### config.mk
export PLATFORM = sky130hd
export DESIGN_NAME = tengigeth_rx_mac_filter
export DESIGN_NICKNAME = d
export VERILOG_FILES = /design/src/rtl/tengigeth_rx_mac_filter.sv
export SDC_FILE = /design/constraint.sdc
export NUM_CORES = 1
export LEC_CHECK = 0
export ABC_CLOCK_PERIOD_IN_PS = 3300
export BUFFER_PORTS_ARGS = -buffer_cell sky130_fd_sc_hd__buf_4
export CORE_UTILIZATION = 30
export CTS_CLUSTER_DIAMETER = 60
export CTS_CLUSTER_SIZE = 40
export DETAILED_ROUTE_END_ITERATION = 10
export MAX_ROUTING_LAYER = met4
export PLACE_DENSITY_LB_ADDON = 0.2
export SLEW_MARGIN = 20
export SYNTH_ARGS = -nofsm -noshare
export SYNTH_HDL_FRONTEND = slang
export SYNTH_SLANG_ARGS = --single-unit
### constraint.sdc
create_clock -name piETH0_CoreClk -period 3.3 [get_ports piETH0_CoreClk]
set_input_delay 0.165 -clock piETH0_CoreClk [delete_from_list [all_inputs] [get_ports piETH0_CoreClk]]
set_output_delay 0.165 -clock piETH0_CoreClk [all_outputs]
set_load 0.01 [all_outputs]
### src/rtl/tengigeth_rx_mac_filter.sv
// ETH0 receive destination-MAC filter, cut-through, one output register stage.
// Define TENGIGETH_RX_MAC_FILTER_MCAST_EN to also forward multicast frames.
module tengigeth_rx_mac_filter #(
    parameter int gCntWidth = 16
) (
    input  logic                 piETH0_CoreClk,
    input  logic                 piETH0_CoreReset,
    input  logic                 piMMIO_FilterEn,
    input  logic [47:0]          piMMIO_MacAddr,
    input  logic [63:0]          piMAC_Flt_Axis_tdata,
    input  logic [7:0]           piMAC_Flt_Axis_tkeep,
    input  logic                 piMAC_Flt_Axis_tlast,
    input  logic                 piMAC_Flt_Axis_tvalid,
    output logic                 poFLT_Mac_Axis_tready,
    output logic [63:0]          poFLT_Elp_Axis_tdata,
    output logic [7:0]           poFLT_Elp_Axis_tkeep,
    output logic                 poFLT_Elp_Axis_tlast,
    output logic                 poFLT_Elp_Axis_tvalid,
    input  logic                 piELP_Flt_Axis_tready,
    output logic [gCntWidth-1:0] poFLT_PassCnt,
    output logic [gCntWidth-1:0] poFLT_DropCnt
);

    typedef enum logic [1:0] {IDLE, PASS, DROP} state_t;

    state_t               state;
    logic                 oValid;
    logic [63:0]          oData;
    logic [7:0]           oKeep;
    logic                 oLast;
    logic [gCntWidth-1:0] passCnt;
    logic [gCntWidth-1:0] dropCnt;

    logic        ld;
    logic        inReady;
    logic        accept;
    logic [47:0] dst;
    logic        isRunt;
    logic        isHit;
    logic        keepFrame;
    logic        load;
    logic        passInc;
    logic        dropInc;

    assign ld      = !oValid | piELP_Flt_Axis_tready;
    // Dropped frames drain regardless of downstream backpressure.
    assign inReady = (state == DROP) ? 1'b1 : ld;
    assign accept  = piMAC_Flt_Axis_tvalid & inReady;

    assign dst = {piMAC_Flt_Axis_tdata[7:0],   piMAC_Flt_Axis_tdata[15:8],
                  piMAC_Flt_Axis_tdata[23:16], piMAC_Flt_Axis_tdata[31:24],
                  piMAC_Flt_Axis_tdata[39:32], piMAC_Flt_Axis_tdata[47:40]};

    assign isRunt = piMAC_Flt_Axis_tlast & (piMAC_Flt_Axis_tkeep[5:0] != 6'h3F);

`ifdef TENGIGETH_RX_MAC_FILTER_MCAST_EN
    assign isHit = (dst == piMMIO_MacAddr) | (&dst) | dst[40];
`else
    assign isHit = (dst == piMMIO_MacAddr) | (&dst);
`endif

    assign keepFrame = !isRunt & (!piMMIO_FilterEn | isHit);
    assign load      = accept & ((state == PASS) | ((state == IDLE) & keepFrame));
    assign passInc   = load & piMAC_Flt_Axis_tlast;
    assign dropInc   = accept & piMAC_Flt_Axis_tlast & !load;

    always_ff @(posedge piETH0_CoreClk or posedge piETH0_CoreReset) begin
        if (piETH0_CoreReset) begin
            state   <= IDLE;
            oValid  <= 1'b0;
            oData   <= '0;
            oKeep   <= '0;
            oLast   <= 1'b0;
            passCnt <= '0;
            dropCnt <= '0;
        end else begin
            if (load) begin
                oValid <= 1'b1;
                oData  <= piMAC_Flt_Axis_tdata;
                oKeep  <= piMAC_Flt_Axis_tkeep;
                oLast  <= piMAC_Flt_Axis_tlast;
            end else if (piELP_Flt_Axis_tready) begin
                oValid <= 1'b0;
            end

            if (accept) begin
                unique case (state)
                    IDLE: begin
                        if (!piMAC_Flt_Axis_tlast)
                            state <= keepFrame ? PASS : DROP;
                    end
                    PASS, DROP: begin
                        if (piMAC_Flt_Axis_tlast)
                            state <= IDLE;
                    end
                    default: state <= IDLE;
                endcase
            end

            if (passInc && !(&passCnt))
                passCnt <= passCnt + 1'b1;
            if (dropInc && !(&dropCnt))
                dropCnt <= dropCnt + 1'b1;
        end
    end

    assign poFLT_Mac_Axis_tready = inReady;
    assign poFLT_Elp_Axis_tdata  = oData;
    assign poFLT_Elp_Axis_tkeep  = oKeep;
    assign poFLT_Elp_Axis_tlast  = oLast;
    assign poFLT_Elp_Axis_tvalid = oValid;
    assign poFLT_PassCnt         = passCnt;
    assign poFLT_DropCnt         = dropCnt;

endmodule

======== Word-level counts from Yosys, hierarchy flattened ========
Cells that the tools add are included.
word-level totals
  register bits ........................... 108
  bits of input ports ..................... 126
  output and inout bits ................... 107
  logic and storage cells ................. 49
cells by class
  $add $sub $neg .......................... 2
  equality and inequality tests ........... 6
  muxes and demuxes ....................... 7
  bitwise logic cells ..................... 12
  reduce and logical (&&, ||, !) cells .... 15
operator list
  cell                                                 number
  equality test 48 bit                                 1
  AND reduction 48 bit                                 1
  adder 16 x 1 -> 16 bit, second input constant        2
  AND reduction 16 bit                                 2
  AND 1 bit                                            8
  zero test 1 bit                                      6
  two-way mux 2 bit                                    3
  inequality test 6 bit, second input constant         1
  inequality test 2 bit, second input constant         2
  bitwise OR 1 bit                                     4
  one-hot mux 2 bit (2 select lines)                   1
  two-way mux 1 bit                                    3
  AND reduction 3 bit                                  1
  equality test 2 x 1 -> 1 bit, second input constant  1
  equality test 2 bit, second input constant           1
  logical AND 1 bit                                    2
  zero test 2 bit                                      1
  nonzero test 2 bit                                   1
  OR reduction 2 bit                                   1

======== Logic depth before layout (Yosys ltp) ========
  depth in word-level cells ............... 10
  mapped depth ............................ 10
  mapped depth without buffers ............ 9

======== Least setup slack after synthesis ========
Ideal clock, no wire load.
  path type ............................... register to register
  from .................................... register dropCnt[8] (netlist: poFLT_DropCnt[8])
  to ...................................... register dropCnt[9] (netlist: poFLT_DropCnt[9])
  data arrival time ....................... 2,107 ps
  data required time ...................... 3,175 ps
  slack ................................... 1,068 ps
  cell stages (with the launch flop) ...... 8
  buffers on the path ..................... 0
  path through ............................ dfrtp_1 -> and4_1 -> and3_1 -> and3_1 -> a311o_1 -> a2111oi_2 -> nand4_1 -> xnor2_1
between the ends
  longest elaborated chain between the ends .. 3
RTL lines
  item                                                            RTL line  source
  start: declaration                                              32        logic [gCntWidth-1:0] dropCnt;
  start signal: assignment                                        103       dropCnt <= dropCnt + 1'b1;
  branches (longest 3 deep; another with adder 16 x 1 -> 16 bit)  n/a
Parallel ways; which one is timed is not known.
A chain may end at the register's enable or synchronous reset.

======== Final worst setup path ========
  from .................................... register state[0]
  to ...................................... register dropCnt[9] (netlist: poFLT_DropCnt[9])
between the ends
  longest elaborated chain between the ends .. 7
RTL lines
  item                                                    RTL line  source
  start: declaration                                      26        state_t state;
  start signal: assignment                                90        state <= keepFrame ? PASS : DROP;
  equality test 2 bit or zero test 2 bit (tied branches)  47, 63
  two-way mux 1 bit or AND 1 bit (tied branches)          47, 63
  AND 1 bit or bitwise OR 1 bit (tied branches)           48, 63
  AND 1 bit                                               63        assign load = accept & ((state == PASS) | ((state == IDLE) & keepFrame));
  zero test 1 bit                                         65        assign dropInc = accept & piMAC_Flt_Axis_tlast & !load;
  AND 1 bit *                                             65
  logical AND 1 bit *                                     102       if (dropInc && !(&dropCnt))
Mark *: on every way between the ends. The rest lies on a longest branch, timed or not.

==> impl_summary.txt <==
----------------------------------------------------
[Routing]
  Number of DRC violations after detailed routing ... 0
  Number of nets still failing antenna checks after routing ... 0
  Detailed-route wire length ... 15.2 mm
  Detailed-route wire length per cell ... 17.6 µm
  Via count of the routed design ... 4019
  DRT Pass-1 Iters ... 4
  Violation count after the first detailed-route iteration ... 152
  Number of vias per cell after detailed routing ... 4.65

[GRT]
  Total overflow reported by the global router ... 0
  Vias in the first global route ... 4070
  Total GRT Usage ... 17.3%
  Initial antenna violation count ... 0
  First-pass GRT wire length ... 23.1 mm
  Largest net degree at the start of global routing ... 59

[Outcome]
  Outcome ... finished, final reports clean

[Floorplanning]
  Initial standard-cell utilization of the core ... 30.8%
  Total die area ... 18300 µm²
  Height of the die ... 135 µm
  Core Footprint ... 17300 µm²
  Row count ... 48
  # IOs ... 233
  Chip width ... 135 µm

[Logic synthesis]
  Number of distinct standard cells referenced by the synthesized netlist ... 35
  Post-synth EDFFs ... 0
  Async set-or-reset flop fraction in the synthesized netlist ... 100%
  Synth Flop Type ... dfrtp_1
  Count of mapped cells out of synthesis ... 395
  Combined area of all synthesized cells ... 5320 µm²
  Syn Nets ... 526
  Post-synthesis sequential element count ... 108
  Post-synth top area cell ... dfrtp_1
  Sequential element share of the synthesized area ... 50.8%
  Yosys Warn Count ... 0
  Share of the synthesized area in the top cell type ... 50.8%
  Synth area leaders ... dfrtp_1 51%, mux2_4 17%, xor2_1 8.2%
  Post-synthesis area per instance ... 13.5 µm²

[Clock tree]
  # H-tree levels ... 3
  CTS tree ... done
  Clk sink count ... 108
  Number of setup buffers added after CTS ... 0
  Register clock-pin slew on the reported worst setup and hold paths ... 70 ps
  Resize count post-CTS ... 0
  Number of buffers created by CTS ... 9
  Library cell used as clock root buffer ... clkbuf_16
  Maximum count of clock buffers along a single path ... 2
  Number of hold-repair buffers added at the cts stage ... 2
  Clk Latency, worst-skew pair ... 350 ps

[Finish]
  Total number of nets in the final design ... 766
  Util after Layout ... 44.3%
  ANT cells ... 0
  Synthesis-to-layout area growth ... 43.9%
  Leading cell types in the layout, fill and taps excluded ... 234 x buf_4, 108 x dfrtp_1, 59 x mux2_4
  Most common library cell in the layout ignoring fill and taps ... buf_4
  Fraction of final layout cells with drive strength greater than 1 ... 52.3%
  Number of inserted filler cells in the final layout ... 1645
  Post-route standard cell area excluding fillers ... 7660 µm²

[STA]
  Final worst path period need ... 2600 ps
  Post-Route Skew ... 6.62 ps
  Transition time of the tightest slew-check pin ... 734 ps
  Setup repair after global routing missed its margin ... no
  Upper clock frequency limit ... 385 MHz
  Setup TNS Final ... 0 ps
  Number of pins with negative max-slew slack in the final report ... 0
  Fin. Hold Viols ... 0
  Final critical-path share of the clock period ... 78.7%
  Final worst setup slack ... 704 ps
  Count of endpoints failing setup in the final report ... 0
  Relative slew slack ... 50.6%

[Placed design]
  Post-placement cell area ... 7350 µm²
  IO buf count ... 232
  Routability-driven placement congestion ratio ... 0.834
  Place WS ... 346 ps
  Detailed placement HPWL ... 11.8 mm

[Hold path]
  Path category of the worst min-delay check ... primary input to flop
  Cell depth of the worst min-delay path ... 2

[Setup path]
  Maximum fanout encountered on the critical timing path ... 5
  Data arrival time of the worst path ... 2830 ps
  Slowest library cell on the worst path ... a2111oi_2
  Cell depth of the worst setup path ... 9
  Category of the critical setup timing path ... flop to flop
  Critical path, cell by cell ... inv_1 > ha_1 > or3b_2 > and2_1 > nand2_1 > a311o_1 > a2111oi_2 > nand4_1 > xnor2_1
  Family of cells with the greatest summed delay on the critical path ... compound AO/OA/AOI/OAI gates
  Biggest cell delay along the critical path ... 580 ps
  Register-to-Register Path Depth ... 9
  Capturing element type of the critical path ... flop
  Kind of launch point of the worst setup path ... flop
  Data required time at the worst endpoint ... 3530 ps
  Count of buffer and inverter cells on the critical path ... 1

[Pwr]
  Max IR drop VDD ... 0.369 mV
  Final Total Pwr ... 5970 µW
  Total power per unit cell area ... 779 nW/µm²
  Static leakage ... 0.00382 µW

[Flow run]
  Max Cap Viol ... 0

----------------------------------------------------
==> power by group <==
group	leakage (µW)	internal (µW)	switching, µW
registers	0.00133	1860	373
clock network	0.000141	543	503
logic	0.00235	1620	1070
total	0.00382	4030	1940
==> cell type report <==
cell class                      count  area [µm²]  area share (%)
Sequential cell                   108        2700            35.3
Inverter                            8        32.5           0.424
Timing Repair Buffer              240        1860            24.2
Multi-Input combinational cell    268        2500            32.7
Clock buffer                       11         243            3.17
Clock inverter                      5        43.8           0.571
Tap cell                          225         282            3.67
==> through the flow <==
stage	std cells	hold slack, ps
final	865	45.0
after global routing	865	20.0
after CTS	865	21.3
after detailed placement	847	324
after global placement	847	316
after floorplan	395	261
==> state kept, by name, indices dropped and copies added (netlist names) <==
name	count
poFLT_Elp_Axis_tkeep	8
poFLT_PassCnt	16
poFLT_Elp_Axis_tvalid	1
state	2
poFLT_Elp_Axis_tlast	1
poFLT_DropCnt	16
poFLT_Elp_Axis_tdata	64
==> Yosys cell counts, types with 2 or more instances <==
| cell | instances |
|---|---|
| and2_1 | 5 |
| and3_1 | 13 |
| and4_1 | 2 |
| buf_2 | 2 |
| buf_6 | 7 |
| dfrtp_1 | 108 |
| ha_1 | 5 |
| inv_1 | 8 |
| mux2_2 | 16 |
| mux2_4 | 59 |
| nand2_1 | 13 |
| nand3_1 | 10 |
| nand4_1 | 31 |
| nor2_1 | 2 |
| nor4_1 | 15 |
| o21ai_0 | 4 |
| xnor2_1 | 28 |
| xor2_1 | 50 |
==> per-layer routing <==
layer / share of wire, % / global-route usage [%] / wire length [µm]
met1: 45 / 22.6 / 6820
met2: 49 / 27.0 / 7430
met3: 5.1 / 3.44 / 776
met4: 1.2 / 4.99 / 182
met5: 0 / - / 0
==> final timing paths <==
| kind | startpoint | to | slack, ps |
|---|---|---|---|
| max | state[0]$_DFFE_PP0P_ | poFLT_DropCnt[9]$_DFFE_PP0P_ | 700 |
| min | piMAC_Flt_Axis_tdata[60] | poFLT_Elp_Axis_tdata[60]$_DFFE_PP0P_ | 40 |
| max reg2reg | state[0]$_DFFE_PP0P_ | poFLT_DropCnt[9]$_DFFE_PP0P_ | 700 |
| min reg2reg | poFLT_PassCnt[11]$_DFFE_PP0P_ | poFLT_PassCnt[11]$_DFFE_PP0P_ | 500 |
| max in group asynchronous | piETH0_CoreReset | poFLT_Elp_Axis_tdata[19]$_DFFE_PP0P_ | 2070 |
| min in group asynchronous | piETH0_CoreReset | poFLT_DropCnt[2]$_DFFE_PP0P_ | 480 |
==> logic make-up (layout without fill, tap and decap cells) <==
kind of cell    after synthesis  count (layout)  share of synthesized area, %
mux                          75              75                          20.0
compound gates               13              13                          2.07
xor+xnor                     78              78                          12.8
flops                       108             108                          50.8
fa+ha+maj                     5               5                          1.18
buf+inv                      19             264                          2.44
simple gates                 97              97                          10.7
No activity file was read; power rests on OpenSTA's default activity.
